[config.mk]
export PLATFORM = sky130hd
export DESIGN_NAME = vld_seq
export DESIGN_NICKNAME = d
export VERILOG_FILES = /design/src/rtl/vld_seq.sv
export SDC_FILE = /design/constraint.sdc
export NUM_CORES = 1
export LEC_CHECK = 0
export ABC_AREA = 1
export BUFFER_PORTS_ARGS = -buffer_cell sky130_fd_sc_hd__buf_2
export CORE_MARGIN = 2
export CORE_UTILIZATION = 27
export DETAILED_ROUTE_END_ITERATION = 16
export SYNTH_ARGS = -nofsm -noshare
export SYNTH_HDL_FRONTEND = slang
export SYNTH_SLANG_ARGS = --single-unit
[constraint.sdc]
create_clock -name clk -period 2.2 [get_ports clk]
set_clock_uncertainty 0.1 [all_clocks]
set_input_delay 0.11 -clock clk [delete_from_list [all_inputs] [get_ports clk]]
set_output_delay 0.11 -clock clk [all_outputs]
set_load 0.05 [all_outputs]
[src/rtl/vld_seq.sv]
// vld_seq: vector-load sequencer. Fetches up to NELEM consecutive 16-bit
// words from memory, one outstanding request at a time, and writes each one
// into a single element of a vector register file entry.
//
// Ports:
//   clk, rst              clock; asynchronous active-high reset
//   start                 load request, sampled only while idle
//   baseAddr, vd, len     word address of element 0, destination register,
//                         element count (values above NELEM clamp to NELEM)
//   memReqValid/Addr      read request, held stable until memReqReady
//   memReqReady           memory accepts the request
//   memRespValid/Data     read return, one per accepted request
//   wEn/wAddr/wInd/wData  registered single-element register-file write
//   busy                  any state other than IDLE
//   done                  one-cycle completion pulse, coincides with last wEn
module vld_seq #(
  parameter int ADDR_W = 16,
  parameter int NELEM  = 16
) (
  input  logic              clk,
  input  logic              rst,
  input  logic              start,
  input  logic [ADDR_W-1:0] baseAddr,
  input  logic [3:0]        vd,
  input  logic [4:0]        len,
  output logic              memReqValid,
  output logic [ADDR_W-1:0] memReqAddr,
  input  logic              memReqReady,
  input  logic              memRespValid,
  input  logic [15:0]       memRespData,
  output logic              wEn,
  output logic [3:0]        wAddr,
  output logic [3:0]        wInd,
  output logic [15:0]       wData,
  output logic              busy,
  output logic              done
);

  typedef enum logic [1:0] {IDLE, REQ, WAIT, DONE} state_t;

  localparam logic [4:0] MAXLEN = 5'(NELEM);

  state_t            state, nextState;
  logic [3:0]        idx;
  logic [ADDR_W-1:0] baseL;
  logic [3:0]        vdL;
  logic [4:0]        lenL;
  logic [4:0]        lenClamp;
  logic              lastElem;

  assign lenClamp = (len > MAXLEN) ? MAXLEN : len;
  // lenL is never 0 while in WAIT, so lenL-1 cannot underflow there
  assign lastElem = ({1'b0, idx} == (lenL - 5'd1));

  // state register
  always_ff @(posedge clk or posedge rst) begin
    if (rst) state <= IDLE;
    else     state <= nextState;
  end

  // next-state logic
  always_comb begin
    nextState = state;
    case (state)
      IDLE: if (start) nextState = (lenClamp == 5'd0) ? DONE : REQ;
      REQ:  if (memReqReady) nextState = WAIT;
      WAIT: if (memRespValid) nextState = lastElem ? DONE : REQ;
      DONE: nextState = IDLE;
      default: nextState = IDLE;
    endcase
  end

  // outputs decoded from state; the request address is built from latched
  // operands only, so it cannot move while a request is waiting for ready
  always_comb begin
    memReqValid = (state == REQ);
    busy        = (state != IDLE);
    done        = (state == DONE);
    memReqAddr  = baseL + ADDR_W'(idx);
  end

  // operand latch and element counter
  always_ff @(posedge clk or posedge rst) begin
    if (rst) begin
      idx   <= '0;
      baseL <= '0;
      vdL   <= '0;
      lenL  <= '0;
    end else begin
      if (state == IDLE && start) begin
        baseL <= baseAddr;
        vdL   <= vd;
        lenL  <= lenClamp;
        idx   <= '0;
      end else if (state == WAIT && memRespValid && !lastElem) begin
        idx <= idx + 4'd1;
      end
    end
  end

  // register-file write port: one registered pulse per returned element
  always_ff @(posedge clk or posedge rst) begin
    if (rst) begin
      wEn   <= 1'b0;
      wAddr <= '0;
      wInd  <= '0;
      wData <= '0;
    end else begin
      wEn <= 1'b0;
      if (state == WAIT && memRespValid) begin
        wEn   <= 1'b1;
        wAddr <= vdL;
        wInd  <= idx;
        wData <= memRespData;
      end
    end
  end

endmodule

==> results of run 1 <==
-- metal layers --
layer  share of wire, %  wire length, um
met1                 45             3460
met2                 49             3770
met3                5.2              395
met4               0.25               19
met5                  0                0
-- cell usage in the layout (no fill, tap or decap), types with 7 or more instances in the layout --
cell type / netlist / final
buf_2: 5 / 79
buf_4: 1 / 12
buf_6: 3 / 9
dfrtp_1: 56 / 55
dlygate4sd3_1: 0 / 43
inv_1: 29 / 27
inv_2: 5 / 7
nand2_1: 157 / 155
nand3_1: 22 / 18
nor2_1: 8 / 7
o21ai_0: 12 / 12
xor2_1: 14 / 8
-- flip-flops by register name, summed over array words and instances (netlist names) --
| register | flops |
|---|---|
| wData | 16 |
| wAddr | 4 |
| wInd | 4 |
| wEn | 1 |
| baseL | 16 |
| state | 2 |
| idx | 4 |
| lenL | 5 |
| vdL | 4 |
-- layout make-up --
| type | count | area (um2) | share of cell area [%] |
|---|---|---|---|
| multi-input combinational | 255 | 1460 | 33.9 |
| sequential | 56 | 1400 | 32.5 |
| timing repair buffer | 145 | 1040 | 24.2 |
| tap | 136 | 170 | 3.94 |
| inverter | 36 | 143 | 3.31 |
| clock buffer | 6 | 82.6 | 1.91 |
| clock inverter | 2 | 10.0 | 0.232 |
-- worst max-delay path: cells and delay by family (launching register included) --
family / cells / cell delay [ns]
fa+ha+maj: 2 / 0.54
buf+inv: 2 / 0.20
flops: 1 / 0.43
simple gates: 6 / 0.46
-- through the flow --
stage	instance area (um2)	instances	util (%)
global route	4320	636	41.6
detailed placement	3560	578	34.3
finish	4320	636	41.6
floorplan	2950	356	-
global placement	3560	578	34.3
CTS	4180	630	40.3
-- power by group through the flow --
| stage | Clock [W] | Combinational, W | Sequential [W] |
|---|---|---|---|
| 4_1_cts | 0.000615 | 0.00361 | 0.00183 |
| 3_3_place_gp | 0 | 0.00338 | 0.00183 |
| 6_report | 0.000591 | 0.00372 | 0.00185 |
| 3_5_place_dp | 0 | 0.00342 | 0.00184 |
| 2_1_floorplan | 0 | 0.00203 | 0.00245 |
| 5_1_grt | 0.000667 | 0.00403 | 0.00191 |
-- logic make-up after synthesis --
kind of cell	count (synthesis)	share of synthesized area (%)
AOI/OAI and AO/OA	20	4.82
xor gates and xnor gates	14	4.22
adders and majority gates	7	3.27
buffers and inverters	45	7.19
DFF	56	48.2
and+or+nand+nor	214	32.3
-- worst paths after layout --
kind                                   start              to  slack (ns)  depth (start not counted)
min in group asynchronous                rst        baseL[2]        0.32                          3
max in group asynchronous                rst       wData[13]        1.09                          4
worst min-delay path            memRespValid        state[0]        0.14                          5
worst max register to register       lenL[0]          idx[0]        0.40                         11
worst max-delay path                baseL[0]  memReqAddr[14]        0.05                         10
worst min register to register        vdL[0]          vdL[0]        0.38                          2
-- timing repair --
| action | in CTS | in global routing |
|---|---|---|
| pin swaps | 0 | 8 |
| endpoints found under the hold margin | 69 | 0 |
| setup endpoints to repair | 11 | 12 |
| cloned | 0 | 0 |
| resized for setup | 22 | 18 |
| hold buffers | 43 | 0 |
| buffers inserted | 1 | 6 |
==> key figures, run 1 <==
Worst setup path
  – Max stage delay on crit path: around 0.43 ns
  – Critical path arrival: just under 2 ns
  – Required @ worst endpoint: 1.99 ns
  – Most used cell, CP: nand2_1
  – CP cell instances: ha_4 -> fa_2 -> nand3_2 -> nand3_4 -> nand3_4 -> inv_2 -> nand2_1 -> nand2_1 -> nand2_1 -> buf_6
  – CP startpoint kind: flip-flop
  – Crit-path slowest cell: dfrtp_1
  – CP Class: flip-flop to output port
  – Worst-path fanout max: 3
  – Crit. End Element: output port

Final layout
  – Share of cells above drive strength 1: 32.0%
  – # fillers: between 1000 and 1500
  – NumNets Final: between 500 and 600
  – # diodes: 0
  – P&R area growth vs syn: 48.4%

Floorplanning
  – Die height: about 110 um
  – # rows: 37
  – Full die area: between 0.01 and 0.015 mm2
  – IO Pins: 90
  – Starting Density: between 20% and 30%
  – Die X: about 110 um
  – Core Region: a little over 0.01 mm2

Pwr
  – Switching share of power: around 54%
  – P per Cell Area: roughly 1400 mW/mm2
  – Clk network pwr share: a little under a tenth
  – P_int: between 0.002 and 0.003 W
  – Total chip power: a little over 0.006 W
  – Maximum VDD drop: between 0.6 and 0.7 mV
  – Switching power total: approximately 0.0033 W
  – Pleak: 2.28 nW
  – Logic pwr share: slightly above 60%
  – Share of power burned in registers: 30.0%

Global route
  – GR Util met2: about a quarter
  – Gr ovfl total: 0
  – First-pass GRT wire length: 12.2 mm
  – Largest net degree at the start of global routing: 32
  – Met1 Usage GRT: between 15 and 20%
  – Total Routing Usage GR: about an eighth
  – Met3 Use GR: around 2.7%
  – Gr busiest metal: met2
  – Vias in the first global route: roughly 2700
  – Initial antenna violation count: 0

STA
  – Tcrit/Tclk final: a little over nine tenths
  – Setup WS post-layout: roughly 0.046 ns
  – Final hold vios: 0
  – Unrepaired setup endpoints after global routing: yes
  – Fmax: about 460 MHz
  – Final count of negative-setup-slack endpoints: 0
  – Slew Limit Fails: 0
  – Setup TNS: 0 ns
  – Least-Margin Pin Slew: around 0.64 ns
  – WHS: between 0.1 and 0.15 ns
  – Post-route minimum period: approximately 2.2 ns
  – Slew margin rel.: a little under three fifths

Drt
  – DRT Wirelength: roughly 7.6 mm
  – Iter 0 DRT Violations: ~130
  – Via count: ~2700
  – DRT Pass-1 Iters: 4
  – Routed length per instance: about 12 um
  – Final ANT Viol Nets: 0
  – DRC viols: 0
  – DR vias/cell: around 4.2

Run
  – Number of max-cap violations: 0

Logic synthesis
  – Sequential cell area fraction in the yosys report: roughly half
  – Count of cell types in the netlist: 30
  – Async SR Flop Fraction: between 90% and 100%
  – Ys flop type: dfrtp_1
  – Post-synth top area share: between 40% and 50%
  – Most frequent cell after synthesis: nand2_1
  – Post-synthesis cell count: about 360
  – Synth top area cells: dfrtp_1 (48%), nand2_1 (20%), xor2_1 (4.2%), nand3_1 (3.8%), inv_1 (3.7%)
  – Top cells by count, synth: nand2_1 (157), dfrtp_1 (56), inv_1 (29), nand3_1 (22), xor2_1 (14)
  – Synth Register Bits: between 50 and 60
  – Synth Warn #: 0
  – Post-synth EDFFs: 0
  – Syn nets: between 400 and 500
  – Avg Cell Area, Syn: a little over 8 um2
  – Synthesized area: about 0.0029 mm2
  – Area leader, netlist: dfrtp_1

Placement
  – Place WS: between 0.06 and 0.07 ns
  – Number of buffers added on ports: roughly 90
  – Final RePlAce weighted congestion: 0.769
  – Post-DP HPWL: 5.32 mm

Clocking
  – CTS tree: yes
  – CTS Sinks: 56
  – H-Tree Depth: 2
  – Clock slew at reported path FFs: roughly 0.11 ns
  – Clock Tree Buf Depth: 2
  – Clock root buffer: clkbuf_8
  – Clock Latency Late Sink: roughly 0.31 ns
  – Number of CTS-inserted buffers: 5

Worst hold path
  – Worst Hold Class: input port to flip-flop

Status
  – Outcome: finished clean
(Power assumes the default switching activity.)
==> run 2, diff against run 1 <==
--- a/config.mk
+++ b/config.mk
@@ -7,9 +7,11 @@
 export LEC_CHECK = 0
 export ABC_AREA = 1
 export BUFFER_PORTS_ARGS = -buffer_cell sky130_fd_sc_hd__buf_2
+export CAP_MARGIN = 10
 export CORE_MARGIN = 2
-export CORE_UTILIZATION = 27
+export CORE_UTILIZATION = 51
 export DETAILED_ROUTE_END_ITERATION = 16
+export PLACE_DENSITY = 0.81
 export SYNTH_ARGS = -nofsm -noshare
 export SYNTH_HDL_FRONTEND = slang
 export SYNTH_SLANG_ARGS = --single-unit
==> key figures, run 2 (synthesis gave the netlist of run 1 again) <==
Final layout
  – NumNets Final: 555
  – Most frequent cells in the layout: nand2_1 (150), buf_2 (77), dfrtp_1 (55), dlygate4sd3_1 (42), inv_1 (27)
  – Most common cell after layout, fill and taps aside: nand2_1
  – P&R area growth vs syn: 49.4%
  – Top flop regs: baseL (16), wData (16), lenL (5)
  – Share of cells above drive strength 1: 33.7%
  – # diodes: 0

STA
  – Setup WS post-layout: -0.0648 ns
  – Unrepaired setup endpoints after global routing: yes
  – Fmax: between 400 and 500 MHz
  – Post-route minimum period: ~2.3 ns
  – Least-Margin Pin Slew: roughly 0.56 ns
  – Slew Limit Fails: 0
  – Final hold vios: 0
  – Slew margin rel.: just over 60%
  – Final count of negative-setup-slack endpoints: 5
  – Tcrit/Tclk final: 103%
  – WHS: 0.00145 ns

Placement
  – Final RePlAce weighted congestion: a little under 0.9
  – Place WS: ~0.12 ns
  – Number of buffers added on ports: slightly below 90
  – Post-DP HPWL: 4.88 mm

Worst hold path
  – Worst Hold Endpoint: lenL[3]
  – Worst hold start: len[3]
  – Hold Crit Depth: 3
  – Worst Hold Class: input port to flip-flop

Global route
  – Gr ovfl total: 0
  – First-pass GRT wire length: 13.1 mm
  – Total Routing Usage GR: between 20% and 30%
  – Initial antenna violation count: 0
  – Largest net degree at the start of global routing: 31
  – Vias in the first global route: 2889

Worst setup path
  – Path depth of the worst reg2reg path: 11
  – Worst r2r dst: idx[0]
  – Reg-to-Reg Start: lenL[0]
  – Worst-path fanout max: 5
  – CP Class: flip-flop to output port
  – Required @ worst endpoint: about 2 ns
  – Crit. End Element: output port
  – CP startpoint kind: flip-flop
  – Critical path arrival: approximately 2.1 ns
  – Reg2reg setup slack: 0.30 ns

Floorplanning
  – Starting Density: roughly 53%
  – Core Region: around 0.0055 mm2
  – Die height: 79.5 um
  – Die X: 79.5 um
  – IO Pins: 90
  – Full die area: roughly 0.0063 mm2
  – # rows: 27

Drt
  – DRC viols: 0
  – DRT Pass-1 Iters: 5
  – DRT Wirelength: 9.04 mm
  – Final ANT Viol Nets: 0
  – Iter 0 DRT Violations: 160
  – Via count: 2988
  – DR vias/cell: approximately 5.2
  – Routed length per instance: between 15 and 20 um

Pwr
  – Logic pwr share: a little under 60%
  – Share of power burned in registers: between 20% and 30%
  – P_int: approximately 0.0031 W
  – P per Cell Area: roughly 1500 mW/mm2
  – Pleak: 2.34 nW
  – Maximum VDD drop: 1.01 mV
  – Switching share of power: a little over half
  – Clk network pwr share: roughly an eighth
  – Switching power total: 0.00353 W

Clocking
  – Clock Tree Buf Depth: 2
  – CTS tree: yes
  – CTS Sinks: between 50 and 60
  – Clock root buffer: clkbuf_8
  – Clock Latency Late Sink: between 0.3 and 0.4 ns
  – Clock slew at reported path FFs: roughly 0.1 ns
  – H-Tree Depth: 2
  – Number of CTS-inserted buffers: 5

Status
  – Failing checks: negative setup slack
  – Outcome: finished, violations left

Run
  – Number of max-cap violations: 0
[run 2: cell count changes in the layout (fill, tap and decap cells not counted), sizes merged]
| cell | delta |
|---|---|
| buf | +5 |
| bufinv | +2 |
| clkbuf | -2 |
| clkinv | -2 |
| dlygate4sd3 | -1 |
[run 2: worst max-delay path: stages (launching register included)]
cell and delay [ns]:
dfrtp_1 0.44, ha_4 0.34, nand2_4 0.07, nor2_4 0.14, nand2_1 0.07, nand2_2 0.10, nand2_2 0.08, nor2_4 0.13
xor2_2 0.18, buf_6 0.18
[run 2: layout make-up]
type	count	area, um2
multi-input cells	255	1500
flip-flops and latches	56	1400
fillers	343	1160
repair buffers	148	1080
inverters	36	143
well taps	72	90.1
clock buffers	5	68.8
clock inverters	2	60.1
[run 2: worst max path at each step]
stage               slack (ns)     start  cells past startpoint        endpoint
finish                   -0.06  baseL[3]                      9   memReqAddr[9]
floorplan               -0.003    idx[0]                      7  memReqAddr[10]
global placement          0.13    idx[0]                     10  memReqAddr[14]
global route             -0.15  baseL[3]                      9   memReqAddr[9]
detailed placement        0.12    idx[0]                     10  memReqAddr[14]
CTS                      0.004  baseL[0]                      7   memReqAddr[4]
[run 2: what timing repair did]
| item | in CTS | in global routing |
|---|---|---|
| hold endpoints to repair | 67 | 0 |
| pin swaps | 3 | 12 |
| setup buffers | 1 | 9 |
| resized for setup | 27 | 30 |
| hold buffers | 42 | 0 |
| endpoints found under the setup margin | 12 | 12 |
[run 2: per-stage QoR]
step / utilization [%] / power [W] / cells / setup TNS, ns / cell area [um2]
floorplan: - / 0.00449 / 356 / -0.00348 / 2950
global placement: 63.3 / 0.00513 / 515 / 0 / 3490
detailed placement: 63.3 / 0.00524 / 515 / 0 / 3490
CTS: 75.6 / 0.00624 / 565 / 0 / 4160
global route: 78.9 / 0.00698 / 574 / -0.897 / 4340
finish: 78.9 / 0.00661 / 574 / -0.147 / 4340
[run 2: routing by layer]
metal | vias to the layer above | share of wire, % | global-route usage, %
met5 | - | 0 | 0
met4 | 0 | 3.2 | 8.10
met3 | 28 | 6.9 | 5.77
met2 | 175 | 51 | 49.9
met1 | 1394 | 38 | 31.0
li1 | 1391 | - | -
[run 2: power groups by stage]
| stage | sequential, W | combinational (W) | clock [W] |
|---|---|---|---|
| after floorplan | 0.00245 | 0.00203 | 0 |
| after global placement | 0.00182 | 0.00332 | 0 |
| after detailed placement | 0.00184 | 0.00340 | 0 |
| after CTS | 0.00185 | 0.00361 | 0.000783 |
| after global routing | 0.00195 | 0.00419 | 0.000842 |
| final | 0.00190 | 0.00391 | 0.000793 |
==> run 3, diff against run 2 <==
==> config.mk (replaced) <==
export PLATFORM = sky130hd
export DESIGN_NAME = vld_seq
export DESIGN_NICKNAME = d
export VERILOG_FILES = /design/src/rtl/vld_seq.sv
export SDC_FILE = /design/constraint.sdc
export NUM_CORES = 1
export LEC_CHECK = 0
export BUFFER_PORTS_ARGS = -buffer_cell sky130_fd_sc_hd__buf_2
export CAP_MARGIN = 10
export CORE_MARGIN = 2
export CORE_UTILIZATION = 50
export DETAILED_ROUTE_END_ITERATION = 16
export PLACE_DENSITY = 0.8
export SYNTH_ARGS = -nofsm -noshare
export SYNTH_HDL_FRONTEND = slang
export SYNTH_SLANG_ARGS = --single-unit
==> key figures, run 3 <==
Status
  – Outcome: finished, violations left
  – Failing checks: negative setup slack

Worst hold path
  – Worst Hold Class: input port to flip-flop

Logic synthesis
  – Post-synthesis cell count: around 300
  – Synth top area cells: dfrtp_1 (52%), nand2_1 (20%), xnor2_1 (4.2%), ha_1 (2.8%), nand3b_1 (2.0%)
  – Synth Register Bits: between 50 and 60
  – Async SR Flop Fraction: 100%
  – Synthesized area: 0.00269 mm2
  – Count of cell types in the netlist: 43
  – Avg Cell Area, Syn: 8.84 um2
  – Synth Warn #: 0
  – Post-synth top area share: 52.1%
  – Ys flop type: dfrtp_1
  – Syn nets: between 300 and 400
  – Most frequent cell after synthesis: nand2_1
  – Sequential cell area fraction in the yosys report: a little over half
  – Post-synth EDFFs: 0
  – Area leader, netlist: dfrtp_1
  – Top cells by count, synth: nand2_1 (146), dfrtp_1 (56), xnor2_1 (13), nand3b_1 (7), nor2_1 (7)

Drt
  – DRC viols: 0
  – Routed length per instance: about 14 um
  – Iter 0 DRT Violations: 105
  – Final ANT Viol Nets: 0
  – DRT Wirelength: between 7 and 8 mm
  – DRT Pass-1 Iters: 4
  – Via count: between 2000 and 3000
  – DR vias/cell: just over 5

STA
  – Least-Margin Pin Slew: about 0.97 ns
  – Slew Limit Fails: 0
  – Tcrit/Tclk final: 107%
  – Post-route minimum period: ~2.3 ns
  – Fmax: roughly 430 MHz
  – Unrepaired setup endpoints after global routing: yes
  – Final count of negative-setup-slack endpoints: 10
  – Final hold vios: 0
  – Slew margin rel.: 35.2%
  – Setup WS post-layout: -0.146 ns

Global route
  – Initial antenna violation count: 0
  – Total Routing Usage GR: 25.2%
  – Gr ovfl total: 0
  – First-pass GRT wire length: roughly 12 mm
  – Vias in the first global route: 2693
  – Largest net degree at the start of global routing: 34

Clocking
  – Clock Tree Buf Depth: 2
  – H-Tree Depth: 2
  – CTS Sinks: 56
  – CTS tree: yes
  – Number of CTS-inserted buffers: 5
  – Clock root buffer: clkbuf_8
  – Clock Latency Late Sink: roughly 0.3 ns
  – Clock slew at reported path FFs: 0.09 ns

Worst setup path
  – Most used cell, CP: buf_6
  – Required @ worst endpoint: 1.99 ns
  – Max stage delay on crit path: just under 0.4 ns
  – Crit-path slowest cell: dfrtp_1
  – Critical path arrival: about 2.1 ns
  – CP startpoint kind: flip-flop
  – CP cell instances: ha_2 -> fa_2 -> a21oi_2 -> nor2_1 -> nor2_2 -> buf_6 -> nand3b_1 -> xnor2_2 -> buf_6
  – CP Class: flip-flop to output port
  – Crit. End Element: output port
  – Worst-path fanout max: 3

Final layout
  – P&R area growth vs syn: 47.3%
  – Top flop regs: baseL (16), wData (16), lenL (5)
  – # fillers: 357
  – Most common cell after layout, fill and taps aside: nand2_1
  – Non-Filler Instances: just over 500
  – Share of cells above drive strength 1: a little under a third
  – NumNets Final: 497
  – Most frequent cells in the layout: nand2_1 (146), buf_2 (77), dfrtp_1 (54), dlygate4sd3_1 (42), buf_4 (16)
  – # diodes: 0

Floorplanning
  – # rows: 26
  – Die X: 77.3 um
  – IO Pins: 90
  – Full die area: 0.00598 mm2
  – Core Region: around 0.0051 mm2
  – Starting Density: a little over half
  – Die height: 77.3 um

Pwr
  – P per Cell Area: approximately 1400 mW/mm2
  – Switching share of power: 52.5%
  – Clk network pwr share: 8.9%
  – Share of power burned in registers: about a third
  – Switching power total: roughly 0.0030 W
  – P_int: approximately 0.0027 W
  – Pleak: around 2.1 nW
  – Logic pwr share: 58.3%
  – Maximum VDD drop: 0.890 mV

Placement
  – Post-DP HPWL: 4.33 mm
  – Number of buffers added on ports: 89
  – Post-Place Cells: roughly 460
  – Place WS: -0.118 ns
  – Final RePlAce weighted congestion: roughly 0.77

Run
  – Number of max-cap violations: 0
-- run 3: worst max-delay path: cells and delay by family, from the launching register on --
| kind | cells | cell delay [ns] |
|---|---|---|
| buffers and inverters | 2 | 0.32 |
| flip-flops | 1 | 0.39 |
| AND/OR/NAND/NOR | 3 | 0.34 |
| XOR/XNOR | 1 | 0.13 |
| AO/OA/AOI/OAI | 1 | 0.12 |
| adder cells (fa/ha/maj) | 2 | 0.55 |
-- run 3: logic make-up after synthesis --
kind of cell	synth area share, %
AOI/OAI and AO/OA	5.82
muxes	0.372
adders and majority gates	3.54
and+or+nand+nor	29.0
DFF	52.1
buffers and inverters	2.98
xor gates and xnor gates	6.19
-- run 3: repair_timing --
item                                    CTS  global route
buffers inserted                          3             0
pin swaps                                 1             1
resized for setup                        31             4
gates cloned                              0             0
endpoints found under the hold margin    72             0
endpoints found under the setup margin   12            12
hold buffers                             42             0
-- run 3: final timing paths --
path                       startpoint             end  slack (ns)  cells past startpoint
max                            idx[0]  memReqAddr[14]       -0.15                      9
max in group asynchronous         rst          vdL[1]        0.98                      4
min in group asynchronous         rst       wData[13]        0.37                      3
min reg2reg                  wData[3]        wData[3]        0.37                      2
min                             start        state[0]        0.02                      3
max reg2reg                   lenL[0]          idx[2]        0.22                      7
-- run 3: per-stage QoR --
step           utilization, %  cell area, um2  setup TNS [ns]  total power (W)  hold slack (ns)
3_3_place_gp             64.9            3340          -0.267          0.00483            0.144
2_1_floorplan               -            2790         -0.0733          0.00422            0.115
4_1_cts                  76.8            3950          -0.867          0.00561          0.00800
3_5_place_dp             64.9            3340          -0.511          0.00490            0.150
6_report                 77.0            3960          -0.799          0.00563           0.0152
5_1_grt                  77.0            3960           -2.36          0.00598           0.0321
-- run 3: routing by layer --
layer / track usage, % / vias up / wire length, um
met5: 0 / - / 0
met4: 9.29 / 0 / 166
met3: 3.49 / 19 / 345
met2: 46.9 / 100 / 3800
met1: 29.4 / 1217 / 2850
li1: - / 1244 / -
-- run 3: layout make-up --
class	instances	area, um2	share of cell area, %
Clock buffer	5	68.8	1.74
Inverter	6	22.5	0.569
Multi-Input combinational cell	231	1350	34.1
Sequential cell	56	1400	35.5
Tap cell	70	87.6	2.21
Timing Repair Buffer	144	1030	25.9
-- run 3: power by group through the flow --
stage	Sequential [W]	Combinational, W	Clock (W)
2_1_floorplan	0.00245	0.00177	0
3_3_place_gp	0.00182	0.00301	0
3_5_place_dp	0.00183	0.00306	0
4_1_cts	0.00183	0.00327	0.000515
5_1_grt	0.00192	0.00351	0.000550
6_report	0.00185	0.00329	0.000502
